==> src/rtl/canyon_input_ctrl.sv <==
// Canyon Bomber input front-end: PS/2 key decode, joystick merge and a one-button
// credit sequencer (coin pulse, gap, start pulse). All outputs registered, active-low.
module canyon_input_ctrl #(
  parameter int COIN_CYC  = 240000,
  parameter int GAP_CYC   = 120000,
  parameter int START_CYC = 240000,
  parameter int CNT_W     = 20
) (
  input  logic        clk_sys,
  input  logic        Reset_I,
  input  logic [10:0] ps2_key,
  input  logic [15:0] joystick_0,
  input  logic [15:0] joystick_1,
  output logic        Coin1_O,
  output logic        Coin2_O,
  output logic        Start1_O,
  output logic        Start2_O,
  output logic        Fire1_O,
  output logic        Fire2_O,
  output logic        seq_busy
);

  typedef enum logic [1:0] {
    S_IDLE,
    S_COIN,
    S_GAP,
    S_START
  } state_t;

  localparam logic [CNT_W-1:0] COIN_LAST  = CNT_W'(COIN_CYC - 1);
  localparam logic [CNT_W-1:0] GAP_LAST   = CNT_W'(GAP_CYC - 1);
  localparam logic [CNT_W-1:0] START_LAST = CNT_W'(START_CYC - 1);

  logic r_primed;
  logic r_toggle;
  logic r_k_fire1, r_k_fire2, r_k_play1, r_k_play2;
  logic r_k_start1, r_k_start2, r_k_coin1, r_k_coin2;
  logic r_p1_q, r_p2_q;
  logic r_player;
  logic [CNT_W-1:0] r_cnt;
  state_t r_state;

  logic w_event;
  logic w_p1, w_p2, w_p1_edge, w_p2_edge;
  logic w_seq_coin, w_seq_start;
  logic w_player_nxt;
  logic [CNT_W-1:0] w_cnt_nxt;
  state_t w_state_nxt;
  logic w_unused_js;

  assign w_unused_js = &{1'b0, joystick_0[15:6], joystick_0[3:0],
                         joystick_1[15:6], joystick_1[3:0]};

  // Decode is held off for one cycle after reset so a stale toggle never looks like an event.
  assign w_event = r_primed & (ps2_key[10] ^ r_toggle);

  always_ff @(posedge clk_sys or negedge Reset_I) begin
    if (!Reset_I) begin
      r_primed <= 1'b0;
      r_toggle <= 1'b0;
    end else begin
      r_primed <= 1'b1;
      r_toggle <= ps2_key[10];
    end
  end

  always_ff @(posedge clk_sys or negedge Reset_I) begin
    if (!Reset_I) begin
      r_k_fire1  <= 1'b0;
      r_k_fire2  <= 1'b0;
      r_k_play1  <= 1'b0;
      r_k_play2  <= 1'b0;
      r_k_start1 <= 1'b0;
      r_k_start2 <= 1'b0;
      r_k_coin1  <= 1'b0;
      r_k_coin2  <= 1'b0;
    end else if (w_event) begin
      case (ps2_key[8:0])
        9'h029, 9'h014: r_k_fire1  <= ps2_key[9];
        9'h01C:         r_k_fire2  <= ps2_key[9];
        9'h005:         r_k_play1  <= ps2_key[9];
        9'h006:         r_k_play2  <= ps2_key[9];
        9'h016:         r_k_start1 <= ps2_key[9];
        9'h01E:         r_k_start2 <= ps2_key[9];
        9'h02E:         r_k_coin1  <= ps2_key[9];
        9'h036:         r_k_coin2  <= ps2_key[9];
        default:        ;
      endcase
    end
  end

  assign w_p1      = r_k_play1 | joystick_0[5];
  assign w_p2      = r_k_play2 | joystick_1[5];
  assign w_p1_edge = w_p1 & ~r_p1_q;
  assign w_p2_edge = w_p2 & ~r_p2_q;

  always_ff @(posedge clk_sys or negedge Reset_I) begin
    if (!Reset_I) begin
      r_p1_q <= 1'b0;
      r_p2_q <= 1'b0;
    end else begin
      r_p1_q <= w_p1;
      r_p2_q <= w_p2;
    end
  end

  always_ff @(posedge clk_sys or negedge Reset_I) begin
    if (!Reset_I) begin
      r_state  <= S_IDLE;
      r_cnt    <= '0;
      r_player <= 1'b0;
    end else begin
      r_state  <= w_state_nxt;
      r_cnt    <= w_cnt_nxt;
      r_player <= w_player_nxt;
    end
  end

  // r_player: 0 = player 1, 1 = player 2. Play edges outside IDLE are dropped.
  always_comb begin
    w_state_nxt  = r_state;
    w_cnt_nxt    = r_cnt;
    w_player_nxt = r_player;
    w_seq_coin   = 1'b0;
    w_seq_start  = 1'b0;
    case (r_state)
      S_IDLE: begin
        if (w_p1_edge || w_p2_edge) begin
          w_player_nxt = ~w_p1_edge;
          w_cnt_nxt    = '0;
          w_state_nxt  = S_COIN;
        end
      end
      S_COIN: begin
        w_seq_coin = 1'b1;
        if (r_cnt == COIN_LAST) begin
          w_cnt_nxt   = '0;
          w_state_nxt = S_GAP;
        end else begin
          w_cnt_nxt = r_cnt + 1'b1;
        end
      end
      S_GAP: begin
        if (r_cnt == GAP_LAST) begin
          w_cnt_nxt   = '0;
          w_state_nxt = S_START;
        end else begin
          w_cnt_nxt = r_cnt + 1'b1;
        end
      end
      S_START: begin
        w_seq_start = 1'b1;
        if (r_cnt == START_LAST) begin
          w_cnt_nxt   = '0;
          w_state_nxt = S_IDLE;
        end else begin
          w_cnt_nxt = r_cnt + 1'b1;
        end
      end
      default: begin
        w_cnt_nxt   = '0;
        w_state_nxt = S_IDLE;
      end
    endcase
  end

  always_ff @(posedge clk_sys or negedge Reset_I) begin
    if (!Reset_I) begin
      Coin1_O  <= 1'b1;
      Coin2_O  <= 1'b1;
      Start1_O <= 1'b1;
      Start2_O <= 1'b1;
      Fire1_O  <= 1'b1;
      Fire2_O  <= 1'b1;
      seq_busy <= 1'b0;
    end else begin
      Coin1_O  <= ~(w_seq_coin | r_k_coin1);
      Coin2_O  <= ~(w_seq_coin | r_k_coin2);
      Start1_O <= ~((w_seq_start & ~r_player) | r_k_start1);
      Start2_O <= ~((w_seq_start & r_player) | r_k_start2);
      Fire1_O  <= ~(r_k_fire1 | joystick_0[4]);
      Fire2_O  <= ~(r_k_fire2 | joystick_1[4]);
      seq_busy <= (r_state != S_IDLE);
    end
  end

endmodule

==> config.mk <==
export PLATFORM = sky130hd
export DESIGN_NAME = canyon_input_ctrl
export DESIGN_NICKNAME = d
export VERILOG_FILES = /design/src/rtl/canyon_input_ctrl.sv
export SDC_FILE = /design/constraint.sdc
export NUM_CORES = 1
export LEC_CHECK = 0
export ABC_AREA = 1
export BUFFER_PORTS_ARGS = -buffer_cell sky130_fd_sc_hd__buf_2
export CAP_MARGIN = 20
export CORE_ASPECT_RATIO = 1.2
export CORE_MARGIN = 8
export CORE_UTILIZATION = 45
export CTS_CLUSTER_DIAMETER = 60
export CTS_CLUSTER_SIZE = 28
export DETAILED_ROUTE_END_ITERATION = 7
export HOLD_SLACK_MARGIN = 0.02
export PLACE_DENSITY = 0.68
export SYNTH_ARGS = -nofsm -noshare
export SYNTH_HDL_FRONTEND = slang
export SYNTH_SLANG_ARGS = --single-unit
==> constraint.sdc <==
create_clock -name clk_sys -period 3.1 [get_ports clk_sys]
set_clock_uncertainty 0.1 [all_clocks]
set_input_delay 0.31 -clock clk_sys [delete_from_list [all_inputs] [get_ports clk_sys]]
set_output_delay 0.31 -clock clk_sys [all_outputs]
set_load 0.01 [all_outputs]
== Word-level counts from Yosys, hierarchy flattened ==
Cells that the tools add are included.
Operators by class
  eq/ne operators: 18
  add/subtract/negate cells: 1
  mux-type cells: 11
  reduce and logical (&&, ||, !) cells: 15
  bitwise operators: 24
Operator list (number)
  two-way mux 20 bit: 3
  case mux 20 bit (3 select lines): 1
  equality test 9 x 5 -> 1 bit (second input constant): 4
  equality test 9 x 6 -> 1 bit (second input constant): 3
  adder 20 x 1 -> 20 bit (second input constant): 1
  equality test 20 x 17 -> 1 bit (second input constant): 1
  equality test 20 x 18 -> 1 bit (second input constant): 1
  equality test 9 x 3 -> 1 bit (second input constant): 2
  AND reduction 2 bit: 9
  NOT 1 bit: 10
  two-way mux 2 bit: 4
  inequality test 2 bit (second input constant): 4
  OR 1 bit: 8
  case mux 2 bit (4 select lines): 1
  bitwise AND 1 bit: 5
  equality test 2 bit (second input constant): 2
  AND reduction 4 bit: 1
  OR reduction 2 bit: 2
  equality test 2 x 1 -> 1 bit (second input constant): 1
  logical NOT 2 bit: 1
  two-way mux 1 bit: 2
  nonzero test 2 bit: 1
  logical OR 1 bit: 1
  XOR 1 bit: 1
Word-level totals
  input bits: 45
  logic and storage cells: 91
  flip-flop bits (word level): 42
  output and inout bits: 7

== Longest topological paths before layout ==
  depth after elaboration: 5
  mapped depth: 11
  gate-level depth less buffers: 10

== Worst setup path before layout ==
OpenSTA, ideal clock, no wires.
  kind: register to register
  start point: register r_state[0]
  end point: register r_cnt[16]
  data arrival time: 1361 ps
  path slack: 1522 ps
  stages on the path, launching flop included: 8
  clock period less this slack: 1578 ps
  data required time: 2883 ps
  setup time: 117 ps
  buffers on the path: 1
  cell sequence: dfrtp_1 ha_1 or2_2 nand2_4 nand2_4 buf_6 nand3_1 nand2_1
On the way
  word-level cells in the longest chain between the ends: 3
  elaborated cells on any way between the ends: 7
  those cells by class: eq/ne: 4; mux: 1; reduce/logical: 2
Ends and longest elaborated chain
  start: declaration: line 41  | state_t r_state;
  start signal: assignment: line 113  | r_state <= w_state_nxt;
  equality test 2 bit / equality test 2 x 1 -> 1 bit (equally long branches): line 126  | case (r_state)
  OR reduction 2 bit (no line)
  case mux 20 bit (3 select lines): line 126
  end signal: assignment: line 114  | r_cnt <= w_cnt_nxt;
  end: declaration: line 40  | logic [CNT_W-1:0] r_cnt;
Parallel ways exist; a longest one is shown, timed or not.
A chain may end at the register's enable or synchronous reset.

== Worst setup path after layout ==
  start point: register r_cnt[1]
  end point: register r_cnt[12]
On the way
  word-level cells in the longest chain between the ends: 3
  elaborated cells on any way between the ends: 6
  those cells by class: add/sub: 1; eq/ne: 2; mux: 3
Ends and longest elaborated chain (line)
  adder 20 x 1 -> 20 bit, or another cell as far along: 140, 148, 157
  two-way mux 20 bit (on tied branches): 136, 153, 144
  case mux 20 bit (3 select lines) *: 126
Mark *: on every way between the ends. The rest lies on a longest branch, timed or not.

==> flow_summary.toml <==
[timing]
setup_violations = 0
fmax_mhz = 572.8
worst_slew_pin_slew_ns = 0.9209
holdWs_ns = 0.04201
rsz0062_at_grt = "no"
relSlewSlack = 0.3861
finalCriticalPeriod_ns = 1.746
drv_slew = 0
tns_ns = 0
hold_viol = 0
fin_crit_sh = 0.5632

[clock_tree]
clk_latency_ns = 0.30
clockBufferDepth = 2
cts_root_buffer = "clkbuf_8"
cts_tree = "built"
cts_setup_buffers = 0
numCtsBuffers = 5
cts.sinks = 42
clkTransAtPathRegs_ns = 0.08
htreeDepth = 2

[floorplanning]
io_pins = 52
fp-row-count = 29
die_w_um = 83.77
core_area_um2 = 5298
die_area_um2 = 8152
die_y_um = 97.32
start_util = 0.4681

[route]
drtIter0Drc = 45
vias = 2174
wl_per_cell_um = 12.13
drt_pass1_iterations = 4
drc = 0
antenna_left = 0
routed_via_density = 5.152
routed_wl_um = 5119

[critical_path]
cp-start-kind = "register"
crit_type = "reg2reg"
worstPathMaxFanout = 18
r2r_cells = 8
cpPeakStageDelay_ns = 0.40
critical_path.endpoint_type = "register"
cp_common_cell = "nand2_4"
cp.buffers_inverters = 0
cp_slowest_cell = "dfrtp_1"
crit_arrival_ns = 1.84
critPathTopFamily = "simple AND/OR/NAND/NOR gates"
crit_chain = "ha_1, nand3_1, nor2_2, nand3_2, nand2_4, nand2_4, nand3b_1, nand2_1"
cp.required_ns = 3.19
crit_cells = 8

[yosys]
synth_edf_count = 0
seq_area_frac_synth = 0.4268
async_reset_ff_frac = 1.000
avgSynthCellArea_um2 = 7.515
synth_ff_type = "dfrtp_1"
yosysTopAreaCellShare = 0.3633
ys_ff_latch = 42
yosysWarnings = 0
ys_top_cells_by_area = "dfrtp_1, nand2_1, nor2_1"
synth_common_cells = "nand2_1, nor2_1, dfrtp_1"
synth_top_area_cell = "dfrtp_1"
syn_nets = 380
synth.most_common_cell = "nand2_1"
synthCells = 330
yosysUniqueCellTypes = 29
syn_area_um2 = 2480

[pwr]
power_leakage_uw = 0.001375
powerDensity_nw_per_um2 = 609.0
power_uw = 1712
ir_drop_mv = 0.3893

[final_layout]
reg_top3 = "r_cnt x20, r_state x2"
multi_input_area_um2 = 1251
layout-drive-gt1-share = 0.1889
largest_register = "r_cnt"
largest_register_ffs = 20
area_growth_pct = 13.37
diodes = 0
finalInstanceArea_um2 = 2811
fin_nets = 409
final.fill_count = 520
regArea_um2 = 1059
stdcell_count = 422

[global_routing]
grt-ovfl-total = 0
grt_pass1_vias = 2218
grt_first_pass_wirelength_um = 9114
grt_antenna_before_repair = 0
grt_max_degree = 43
track_usage = 0.1320

[run]
max-cap-violations = 0

[placed_design]
dp_cells = 412
port_buffers = 23
dpl_cell_area_um2 = 2649
dp.final_hpwl_um = 3747
routabilityCongestion = 0.8528

[min_path]
hp-class = "in2async"

[outcome]
status = "completed"
per-layer routing:
| layer | part of all wire | global-route usage | routed length (um) |
|---|---|---|---|
| met3 | 0.041 | 0.03020 | 209 |
| met1 | 0.43 | 0.1334 | 2226 |
| met4 | 0.017 | 0.05593 | 85 |
| met2 | 0.51 | 0.2487 | 2598 |
| met5 | 0 | 0 | 0 |
kinds of logic (layout without fill, tap and decap cells):
logic type / Yosys count / count (layout) / synth area share
and+or+nand+nor: 216 / 216 / 0.4137
DFF: 42 / 42 / 0.4268
buffers and inverters: 41 / 71 / 0.06862
AOI/OAI and AO/OA: 18 / 18 / 0.03936
xor gates and xnor gates: 7 / 7 / 0.02472
adders and majority gates: 5 / 5 / 0.02523
other: 1 / 1 / 0.001512
report_power, final:
part	internal (uW)	switching (uW)	leakage (uW)
registers	621	36.0	0.000540
logic	159	361	0.000764
clock network	343	192	0.0000714
metrics by stage:
step / utilization / setup WS [ns]
global route: 0.5307 / 1.166
finish: 0.5307 / 1.354
detailed placement: 0.5000 / 1.357
global placement: 0.5000 / 1.369
floorplan: - / 1.522
CTS: 0.5307 / 1.356
worst paths after layout:
path | start | to | slack [ns]
hold / removal | Reset_I | seq_busy$_DFF_PN0_ | 0.04
setup / recovery | r_cnt[1]$_DFFE_PN0N_ | r_cnt[12]$_DFFE_PN0N_ | 1.35
max in group asynchronous | Reset_I | r_cnt[4]$_DFFE_PN0N_ | 2.28
min in group clk_sys | ps2_key[10] | r_toggle$_DFF_PN0_ | 0.04
setup reg to reg | r_cnt[1]$_DFFE_PN0N_ | r_cnt[12]$_DFFE_PN0N_ | 1.35
hold reg to reg | r_k_coin2$_DFFE_PN0P_ | Coin2_O$_DFF_PN1_ | 0.28
cells in the final DEF, fill, tap and decap left out:
cell / Yosys / layout
nand2_1: 100 / 100
nand4_1: 7 / 7
inv_1: 32 / 32
buf_2: 1 / 23
nor3_1: 10 / 10
dfstp_2: 6 / 6
bufinv_16: 0 / 2
dlygate4sd3_1: 0 / 2
nand3b_1: 5 / 5
conb_1: 1 / 1
nor2_1: 43 / 43
clkbuf_8: 0 / 6
nor2_2: 3 / 3
or2_1: 1 / 1
nor2_4: 1 / 1
nand2_4: 4 / 4
nand2_2: 2 / 2
xnor2_1: 2 / 2
dfrtp_1: 36 / 36
xor2_1: 5 / 5
o21ai_0: 6 / 6
buf_4: 2 / 1
inv_2: 5 / 5
nand3_2: 12 / 12
a31oi_1: 1 / 1
ha_1: 5 / 5
nand3_1: 25 / 25
o2111ai_1: 1 / 1
or2_2: 3 / 3
a21oi_1: 9 / 9
o21a_1: 1 / 1
timing repair:
item                      CTS  global route
resized for setup           0             0
hold buffers                2             0
hold endpoints to repair    2             0
area by class of cell:
class                   count  area share
flip-flops and latches     42      0.3765
multi-input cells         247      0.4450
clock inverters             2     0.02136
inverters                  37     0.04940
well taps                  62     0.02759
clock buffers               6     0.02937
repair buffers             26     0.05073
(Power assumes the default switching activity.)
